--- src/rtl/au_pkg.sv ---
// Shared definitions for the arithmetic-unit leaf blocks: architecture selectors
// and the result-width helper used to size encoded bit indices.
package au_pkg;

  localparam int ARCH_SCAN = 0;
  localparam int ARCH_TREE = 1;

  // max(ceil(log2(value)), 1): a 1-bit result is still needed for value = 1.
  function automatic int clogb2(input int value);
    int r;
    r = 0;
    while ((1 << r) < value) r++;
    if (r < 1) r = 1;
    return r;
  endfunction

endpackage

--- src/rtl/au_int_log2_node.sv ---
// Two-input merge cell of the leading-one tree: forwards the upper half's index
// when the upper half holds a set bit, and records that choice at bit LVL.
module au_int_log2_node #(
  parameter int IW  = 1,
  parameter int LVL = 0
) (
  input  logic          vld_lo_i,
  input  logic          vld_hi_i,
  input  logic [IW-1:0] idx_lo_i,
  input  logic [IW-1:0] idx_hi_i,
  output logic          vld_o,
  output logic [IW-1:0] idx_o
);

  // Indices are carried at full width with bits LVL and above still zero, so
  // writing the select bit at LVL is the same as forming {sel_upper, index}.
  always_comb begin
    vld_o      = vld_lo_i | vld_hi_i;
    idx_o      = vld_hi_i ? idx_hi_i : idx_lo_i;
    idx_o[LVL] = vld_hi_i;
  end

endmodule

--- src/rtl/au_int_log2.sv ---
// Integer floor(log2(a)): index of the most significant set bit (0 for a = 0),
// built as a linear scan or a log-depth tree, with an optional output register.
module au_int_log2
  import au_pkg::*;
#(
  parameter int  WIDTH   = 8,
  parameter int  ARCH    = 0,
  parameter int  OUT_REG = 0,
  localparam int ZW      = clogb2(WIDTH)
) (
  input  logic             clk,
  input  logic             rst,
  input  logic [WIDTH-1:0] a,
  output logic [ZW-1:0]    z
);

  logic [ZW-1:0] z_d;

  if (WIDTH < 1 || WIDTH > 1024) begin : g_bad_width
    $error("au_int_log2: WIDTH %0d outside 1..1024", WIDTH);
  end

  if (ARCH == ARCH_SCAN) begin : g_scan
    // Later (higher) set bits overwrite earlier ones: a priority chain.
    always_comb begin
      z_d = '0;
      for (int i = 0; i < WIDTH; i++) begin
        if (a[i]) z_d = ZW'(i);
      end
    end
  end else if (ARCH == ARCH_TREE) begin : g_tree
    localparam int P = 1 << ZW;

    logic [P-1:0]  a_pad;
    logic          vld_lvl [ZW+1][P];
    logic [ZW-1:0] idx_lvl [ZW+1][P];

    // Pad bits are zero, so they never win a node and cannot yield index >= WIDTH.
    always_comb begin
      a_pad            = '0;
      a_pad[WIDTH-1:0] = a;
    end

    for (genvar j = 0; j < P; j++) begin : g_leaf
      assign vld_lvl[0][j] = a_pad[j];
      assign idx_lvl[0][j] = '0;
    end

    for (genvar l = 0; l < ZW; l++) begin : g_lvl
      for (genvar j = 0; j < (P >> (l + 1)); j++) begin : g_node
        au_int_log2_node #(
          .IW  (ZW),
          .LVL (l)
        ) u_node (
          .vld_lo_i (vld_lvl[l][2*j]),
          .vld_hi_i (vld_lvl[l][2*j+1]),
          .idx_lo_i (idx_lvl[l][2*j]),
          .idx_hi_i (idx_lvl[l][2*j+1]),
          .vld_o    (vld_lvl[l+1][j]),
          .idx_o    (idx_lvl[l+1][j])
        );
      end
    end

    assign z_d = idx_lvl[ZW][0];
  end else begin : g_bad_arch
    $error("au_int_log2: ARCH %0d is not a supported implementation", ARCH);
    assign z_d = '0;
  end

  if (OUT_REG != 0) begin : g_reg
    logic [ZW-1:0] z_q;

    always_ff @(posedge clk or posedge rst) begin
      if (rst) z_q <= '0;
      else     z_q <= z_d;
    end

    assign z = z_q;
  end else begin : g_comb
    logic unused_clk_rst;
    assign unused_clk_rst = clk ^ rst;
    assign z              = z_d;
  end

endmodule

--- config.mk ---
export PLATFORM = sky130hd
export DESIGN_NAME = au_int_log2
export DESIGN_NICKNAME = d
export VERILOG_FILES = /design/src/rtl/au_pkg.sv /design/src/rtl/au_int_log2_node.sv /design/src/rtl/au_int_log2.sv
export SDC_FILE = /design/constraint.sdc
export NUM_CORES = 1
export LEC_CHECK = 0
export CAP_MARGIN = 15
export CORE_AREA = 2 2 39 41
export DETAILED_ROUTE_END_ITERATION = 7
export DIE_AREA = 0 0 41 43
export PLACE_DENSITY = 0.3
export SLEW_MARGIN = 30
export SYNTH_ARGS = -nofsm -noshare
export SYNTH_HDL_FRONTEND = slang
export SYNTH_SLANG_ARGS = --single-unit
export TNS_END_PERCENT = 50
--- constraint.sdc ---
create_clock -name vclk -period 0.8
set_input_delay 0.16 -clock vclk [all_inputs]
set_output_delay 0.16 -clock vclk [all_outputs]
set_load 0.05 [all_outputs]
**Yosys cells after proc, flatten, opt, wreduce, memory -nomap -nowiden**

Index checks and enable logic that the tools add are counted.
Widths: inputs -> output; s select.

- Bits in registers: 0
- Latch bits: 0
- Memory bits (writable): 0
- Bits in read-only memories: 0
- Input bits: 10
- Output and inout port bits: 3
- Logic and storage cells: 7
- Memories: 0

- $add $sub $neg: 0
- $mul: 0
- Divide/modulo/power cells: 0
- Magnitude comparators: 0
- Eq/ne operators: 0
- Shift-type cells: 0
- Mux-type cells: 7
- Bitwise gates (word level): 0
- Reduce and logical (&&, ||, !) cells: 0

Operators by type and width:

| operator | number |
|---|---|
| $mux 3 | 6 |
| $mux 1 | 1 |

**Logic depth before layout (Yosys ltp)**

- Depth in word-level cells: 7
- Gate-level depth with buffers: 3
- Gate-level depth less buffers: 3

**Least setup slack after synthesis**

Ideal clock, no wire load.

- Kind: in2out
- From: input a[2]
- To: output z[0]
- Arrival time: 1,413 ps
- Data required time: 640 ps
- Setup slack: -773 ps
- Stages: 3
- Path buffers: 0
- Cells stage by stage: clkinv_1 -> a21oi_1 -> o31ai_1

- Word-level cells in the longest chain between the ends: 6

RTL lines:

| element | line | text |
|---|---|---|
| start: declaration | au_int_log2.sv:13 | `input logic [WIDTH-1:0] a,` |
| $mux 3 (6 in a row) | au_int_log2.sv:28 | `if (a[i]) z_d = ZW'(i);` |
| end: declaration | au_int_log2.sv:14 | `output logic [ZW-1:0] z` |

No other way between the ends.

**Final worst setup path**

Same ends and word-level chain as after synthesis.

==> metrics.yaml <==
synth.distinct_cells: 7
worst_hold_path.num_cells: 3
initial_core_util_pct: 3.25
syn_avg_cell_area_um2: 4.50
grt_pass1_vias: 133
nets: 33
firstDrtPassIters: 1
swShare_pct: 52.9
area_delta_synth_final_pct: 422
finalCritPeriodShare_pct: 116
rsz0062_at_grt: "yes"
outcome: "finished with violations"
worstMarginPinSlew_ns: 0.174
crit_slowest_cell: "o31ai_4"
layout_commonest_cell: "buf_2"
cp_max_fo: 2
end_kind: "output port"
final_core_utilization_pct: 17.0
max_stage_delay_ns: 0.24
stdcell_area_um2: 235
die_h_um: 43
syn_nets: 20
max-vdd-ir-drop_v: 0.000200
cp.required_ns: 0.64
synth_seq_area_share_pct: 0
routed_wl_um: 341
crit_arrival_ns: 0.77
p_seq_share_pct: 0
yosys.area.top_type_share_pct: 22.2
grt_max_degree: 3
max-slew-margin-rel_pct: 88.4
grt_pass1_wl_um: 621
syn-cell-area_um2: 45.0
io_pins: 13
die-area_mm2: 0.00176
post-route-min-period_ns: 0.927
antenna_found_initial: 0
yosys_warnings: 0
synthesis.instances: 10
drive_gt1_share_pct: 90.5
rows: 14
gp_congestion: 0.577
violations: "setup timing"
setup_violations: 3
clock_buffers: 0
hold_path.class: "in2out"
portBuffers: 10
wl_per_cell_um: 9.22
cp_top_family: "buffers and inverters"
leakagePower_nw: 0.0938
crit_type: "in2out"
max_cap_violations: 0
finalHoldViolCount: 0
hold_end: "z[0]"
yosys-top-cells-area: "a21oi_1 22%, nand2_1 17%, nor2_1 17%"
grt_remaining_overflow: 0
drc: 0
timing.final.ws_setup_ns: -0.127
multi_input_area_um2: 86.3
nFlopsAndLatches: 0
seq_area_um2: 0
p_per_area_mw_per_mm2: 606
placed_area_um2: 204
hold_start: "a[4]"
core_mm2: 0.00138
switching_power_w: 0.0000754
vias: 114
postCtsSetupBuffers: 0
postCtsHoldBufs: 0
final_cell_mix: "4 x buf_2, 3 x buf_6, 2 x nor2_4, 2 x nand2_2, 2 x buf_12"
num_antenna_cells: 0
drt_iter0_drc: 0
routed_via_density: 3.08
drv_slew: 0
critical_path_buf_inv_count: 3
grt_usage_pct: 4.70
start_kind: "input pin"
crit_chain: "buf_8 > clkinv_4 > a21oi_4 > o31ai_4 > buf_6"
ant_nets: 0
fillCellCount: 158
clkPwrFrac_pct: 0
internal_power_w: 0.0000671
whs_ns: 0.643
yosysTopAreaCell: "a21oi_1"
p_comb_share_pct: 100.0
max_freq_mhz: 1080
die_w_um: 41
power_w: 0.000143
==> cell type report <==
class	count	share of cell area (%)
inverters	2	5.32
well taps	16	8.51
repair buffers	11	49.5
multi-input cells	8	36.7
==> per-stage QoR <==
| step | instances | setup TNS (ns) | worst slack, ns |
|---|---|---|---|
| floorplan | 10 | -0.166 | -0.110 |
| global placement | 37 | -1.54 | -0.564 |
| detailed placement | 37 | -1.61 | -0.590 |
| CTS | 37 | -0.251 | -0.139 |
| global route | 37 | -0.354 | -0.144 |
| finish | 37 | -0.247 | -0.127 |
==> metal layers <==
metal | part of all wire, % | global-route usage (%)
met1 | 41 | 6.65
met5 | 0 | 0
met2 | 41 | 7.19
met4 | 0 | 0
met3 | 17 | 1.57
==> cell usage after synthesis <==
cell type / instances
o21ai_0: 1
nand2_1: 2
o31ai_1: 1
a21oi_1: 2
inv_1: 1
clkinv_1: 1
nor2_1: 2
==> worst min-delay path, cell delays in order <==
cell     delay, ns
buf_4         0.11
o31ai_4       0.07
buf_6         0.14
==> worst max-delay path by stage <==
stage,start,to,cells past startpoint
after floorplan,a[2],z[0],3
after global placement,a[6],z[0],5
after detailed placement,a[6],z[0],5
after CTS,a[2],z[0],5
after global routing,a[2],z[0],5
final,a[2],z[0],5
==> cell families after synthesis <==
logic type	share of synthesized area (%)
buffers and inverters	16.7
AOI/OAI and AO/OA	50.0
and+or+nand+nor	33.3
==> power by group through the flow <==
stage	clock network [W]	logic [W]	registers [W]
finish	0	0.000143	0
global route	0	0.000151	0
CTS	0	0.000143	0
detailed placement	0	0.000122	0
global placement	0	0.000119	0
floorplan	0	0.0000482	0
==> what timing repair did <==
action | CTS | global route
pin swaps | 6 | 1
endpoints found under the setup margin | 3 | 3
cloned | 0 | 0
endpoints found under the hold margin | 0 | 0
gates resized for setup | 46 | 0
Power figures use the tool's default switching activity.
